--- src/rtl/encoder_8to3.sv ---
// rtl/encoder_8to3.sv - registered 8-to-3 priority encoder with valid and multi-hot flags
// Define ENC_MULTI_HOT_DET_EN to build the multi-hot detector; otherwise multi_hot is tied to 0.
module encoder_8to3 #(
  parameter int PRIORITY_HIGH = 1
) (
  input  logic       clk,
  input  logic       rst,
  input  logic       en,
  input  logic       i7,
  input  logic       i6,
  input  logic       i5,
  input  logic       i4,
  input  logic       i3,
  input  logic       i2,
  input  logic       i1,
  input  logic       i0,
  output logic [2:0] y,
  output logic       valid,
  output logic       multi_hot
);

  logic [7:0] w_req;
  logic [2:0] w_idx;
  logic       w_any;
  logic       w_multi;

  logic [2:0] r_y;
  logic       r_valid;
  logic       r_multi;

  assign w_req = {i7, i6, i5, i4, i3, i2, i1, i0};
  assign w_any = |w_req;

  // Scan order decides the winner: the last match in the loop overrides earlier ones.
  always_comb begin
    w_idx = 3'd0;
    if (PRIORITY_HIGH != 0) begin
      for (int k = 0; k < 8; k++) begin
        if (w_req[k]) w_idx = 3'(k);
      end
    end else begin
      for (int k = 7; k >= 0; k--) begin
        if (w_req[k]) w_idx = 3'(k);
      end
    end
  end

`ifdef ENC_MULTI_HOT_DET_EN
  // Clearing the lowest set bit leaves something only if two or more bits were set.
  assign w_multi = |(w_req & (w_req - 8'd1));
`else
  assign w_multi = 1'b0;
`endif

  always_ff @(posedge clk) begin
    if (rst) begin
      r_y     <= 3'd0;
      r_valid <= 1'b0;
      r_multi <= 1'b0;
    end else if (en) begin
      r_y     <= w_idx;
      r_valid <= w_any;
      r_multi <= w_multi;
    end
  end

  assign y         = r_y;
  assign valid     = r_valid;
  assign multi_hot = r_multi;

endmodule

--- config.mk ---
export PLATFORM = sky130hd
export DESIGN_NAME = encoder_8to3
export DESIGN_NICKNAME = d
export VERILOG_FILES = /design/src/rtl/encoder_8to3.sv
export SDC_FILE = /design/constraint.sdc
export NUM_CORES = 1
export LEC_CHECK = 0
export ABC_CLOCK_PERIOD_IN_PS = 1500
export CORE_AREA = 3 3 40 42
export DETAILED_ROUTE_END_ITERATION = 8
export DIE_AREA = 0 0 43 45
export SLEW_MARGIN = 25
export SYNTH_ARGS = -nofsm -noshare
export SYNTH_HDL_FRONTEND = slang
export SYNTH_SLANG_ARGS = --single-unit
--- constraint.sdc ---
create_clock -name clk -period 1.5 [get_ports clk]
set_clock_uncertainty 0.05 [all_clocks]
set_input_delay 0.3 -clock clk [delete_from_list [all_inputs] [get_ports clk]]
set_output_delay 0.3 -clock clk [all_outputs]
set_load 0.05 [all_outputs]
# After elaboration in Yosys (flattened, before gate mapping)
# Cells that the tools add are included.
dict set report op_classes {
  add_sub_neg 0
  n_mul 0
  div 0
  n_lt_le_gt_ge 0
  eq_ne 0
  shifts 0
  muxes 7
  bitwise 0
  n_reduce_logical 1
}
# operator n
set ops {}
lappend ops {{2-to-1 mux 3 bit} 6}
lappend ops {{OR reduction 8 bit} 1}
lappend ops {{2-to-1 mux 1 bit} 1}
dict set report word_totals {
  register_bits 4
  latch_bits 0
  ram_bits 0
  mem_bits_ro 0
  in_bits 11
  output_inout_bits 5
  elab_cells 10
  mem_count 0
}

# Logic depth before layout (Yosys ltp)
dict set report logic_depth {
  word_depth 7
  mapped_depth 3
  ltp_nobuf 3
}

# Worst setup path before layout
# OpenSTA, ideal clock, no wires.
dict set report synth_path {
  path_type {input to register}
  from {in i2}
  to {reg r_y[0], in the netlist y[0]}
  setup_time_ns 0.091
  t_arrival_ns 0.922
  required_ns 1.359
  path_slack_ns 0.437
  cell_stages 3
  n_path_buf 0
  cell_sequence {nand2b_1 > a221o_1 > a311oi_1}
}
dict set report synth_via {
  elab_chain_cells 6
}
# item line_no
set synth_lines {}
lappend synth_lines {{start, declared} 14} ;# input logic i2,
lappend synth_lines {{2-to-1 mux 3 bit (6 in series)} 39} ;# if (w_req[k]) w_idx = 3'(k);
lappend synth_lines {{end signal, assigned} 61} ;# r_y <= w_idx;
lappend synth_lines {{end, declared} 27} ;# logic [2:0] r_y;
# No other way between the ends.
# A chain may end at the register's enable or synchronous reset.

# Worst setup path after layout
dict set report layout_path {
  from {in i5}
  to {reg r_y[0], in the netlist y[0]}
}
dict set report layout_via {
  elab_chain_cells 3
}
# item line_no
set layout_lines {}
lappend layout_lines {{start, declared} 11} ;# input logic i5,
lappend layout_lines {{2-to-1 mux 3 bit (3 in series)} 39}
# No other way between the ends.

==> impl_metrics.tcl <==
set metrics [dict create \
    worst-r2r-setup-slack_ps 660 \
    slowest_delay_ps 500 \
    design.die.area_sq_um 1940 \
    clockBufferDepth 2 \
    dp_slack_ps -81.7 \
    switching_share_pct 28.5 \
    synth_xor_area_share_pct 0 \
    cp_slowest_cell "clkdlybuf4s50_1" \
    cts_buffers 3 \
    ir_drop_v 0.000250 \
    p_sw_mw 0.107 \
    setup_slack_ps 178 \
    internal_power_mw 0.269 \
    outcome "finished clean" \
    path_cells "clkdlybuf4s50_1 > inv_1 > a221o_1 > a311oi_1" \
    multi_input_area_sq_um 93.8 \
    antenna_left 0 \
    dr_total_vias 229 \
    grt_use_total_pct 5.32 \
    crit_family "compound AO/OA/AOI/OAI gates" \
    wl_microns 500 \
    grt_pass1_wl_microns 738 \
    synth-seq-cells 4 \
    start_kind "input port" \
    ys_types 13 \
    netlist_area_sq_um 189 \
    comb_power_share_pct 31.5 \
    synth_nets 35 \
    cts-root-buf "clkbuf_4" \
    path_class "in2reg" \
    cts_tree "built" \
    vias_per_cell 4.02 \
    drive_above_1_share_pct 21.4 \
    cap_violations 0 \
    grt_overflow 0 \
    n_antenna_cell 0 \
    cts_num_sinks 4 \
    post_cts_resized 0 \
    rsz0062_at_grt "false" \
    min_path_type "reg2reg" \
    seq_area_frac_synth_pct 42.4 \
    fin_nets 55 \
    required_ps 1600 \
    design.core.area_sq_um 1280 \
    clk_pin_slew_ps 40 \
    cts_htree_levels 1 \
    areaGrowthSynthToFinish_pct 121 \
    nFillCells 143 \
    grt_antenna_before_repair 0 \
    seqCellArea_sq_um 80.1 \
    drt_iter0_drc 4 \
    synth-adder-area-share_pct 0 \
    p_clk_share_pct 35.7 \
    synth_compound_area_share_pct 21.2 \
    slew_violations 0 \
    p_per_area_nw_per_um2 900 \
    die_w_microns 43 \
    crit_path_end_kind "flip-flop" \
    num_rows 13 \
    finalCritPeriodShare_pct 88.1 \
    start_util_pct 14.7 \
    power_leakage_nw 0.176 \
    synth_top_family_by_area "simple AND/OR/NAND/NOR gates" \
    arrival_ps 1420 \
    fin_setup_tns_ps 0 \
    period_minus_slack_ps 1320 \
    routabilityCongestion 0.654 \
    muxShareOfSynthArea_pct 0 \
    path_max_fanout 3 \
    hold_violations 0 \
    timing.fmax_mhz 756 \
    drc 0 \
    postCtsHoldBufs 0 \
    ys_warn_count 0 \
    path_buf_inv 2 \
    syn-mean-instance-area_sq_um 7.87 \
    synth-simple-area-share_pct 26.5 \
    syn_inst 24 \
    detail_route.wl_per_cell_microns 8.77 \
    cts_setup_buffers 0 \
    io_pins 16 \
    dp_hpwl_microns 412 \
    final_common_cell "clkdlybuf4s50_1" \
    grt_pass1_vias 226 \
    setup-violations-final 0 \
    dieHeight_microns 45 \
    grt_max_degree 8 \
    placement.io_buffers 14 \
    layout_common_cells "10 x clkdlybuf4s50_1, 7 x nor2_1, 4 x buf_12, 4 x dfxtp_1, 3 x clkbuf_4" \
    clkLatencyLatePin_ps 230 \
    first_pass_iters 4 \
    seqPwrFrac_pct 32.9 \
]
==> metrics by stage <==
stage | instances | hold WS [ps] | power [mW] | utilization, % | cell area, sq um
after floorplan | 24 | 322 | 0.171 | - | 189
after global placement | 54 | 465 | 0.244 | 30.8 | 395
after detailed placement | 54 | 468 | 0.244 | 30.8 | 395
after CTS | 57 | 468 | 0.385 | 32.5 | 418
after global routing | 57 | 508 | 0.391 | 32.5 | 418
final | 57 | 462 | 0.376 | 32.5 | 418
==> synthesized netlist by cell type <==
cell / number / area share (%)
a211oi_1: 1 / 4.0
a221o_1: 1 / 5.3
a311oi_1: 2 / 9.3
and3_1: 1 / 3.3
buf_4: 1 / 4.0
conb_1: 1 / 2.0
dfxtp_1: 4 / 42
inv_1: 2 / 4.0
nand2b_1: 1 / 3.3
nor2_1: 7 / 14
nor3_1: 1 / 2.6
nor4_1: 1 / 3.3
o21ai_0: 1 / 2.6
==> path summary, 6_finish.rpt <==
| path | startpoint | endpoint | cells past startpoint |
|---|---|---|---|
| max reg2reg | y[1]$_SDFFE_PP0P_ | y[1]$_SDFFE_PP0P_ | 2 |
| min | y[0]$_SDFFE_PP0P_ | y[0]$_SDFFE_PP0P_ | 2 |
| min reg2reg | y[0]$_SDFFE_PP0P_ | y[0]$_SDFFE_PP0P_ | 2 |
| max | i5 | y[0]$_SDFFE_PP0P_ | 4 |
==> cell families (layout without fill, tap and decap cells) <==
logic type,count (synthesis),count (layout)
simple gates,11,11
flops,4,4
compound gates,5,5
other cells,1,1
buf+inv,3,21
==> metal layers <==
metal,up-vias,global-route usage [%],wire [microns]
li1,119,-,-
met4,0,7.23,0
met3,0,0.398,64
met2,15,9.88,234
met1,95,4.33,201
met5,-,0,0
==> power groups by stage <==
stage / Sequential (mW) / Combinational [mW] / Clock (mW)
4_1_cts: 0.124 / 0.120 / 0.141
3_5_place_dp: 0.125 / 0.119 / 0
3_3_place_gp: 0.125 / 0.119 / 0
6_report: 0.124 / 0.118 / 0.134
5_1_grt: 0.125 / 0.125 / 0.141
2_1_floorplan: 0.149 / 0.0223 / 0
==> flip-flops by register name, summed over array words and instances, names as in the netlist <==
signal,flops
valid,1
y,3
==> final cells by class <==
type	count	share of cell area, %
clock buffers	3	5.39
inverters	2	1.80
multi-input cells	17	22.5
flip-flops and latches	4	19.2
well taps	15	4.49
repair buffers	16	46.7
==> worst min-delay path, delay by kind of cell (launching register included) <==
family / cells / cell delay [ps]
DFF: 1 / 320
and+or+nand+nor: 1 / 90
AOI/OAI and AO/OA: 1 / 50
No activity file was read; power rests on OpenSTA's default activity.
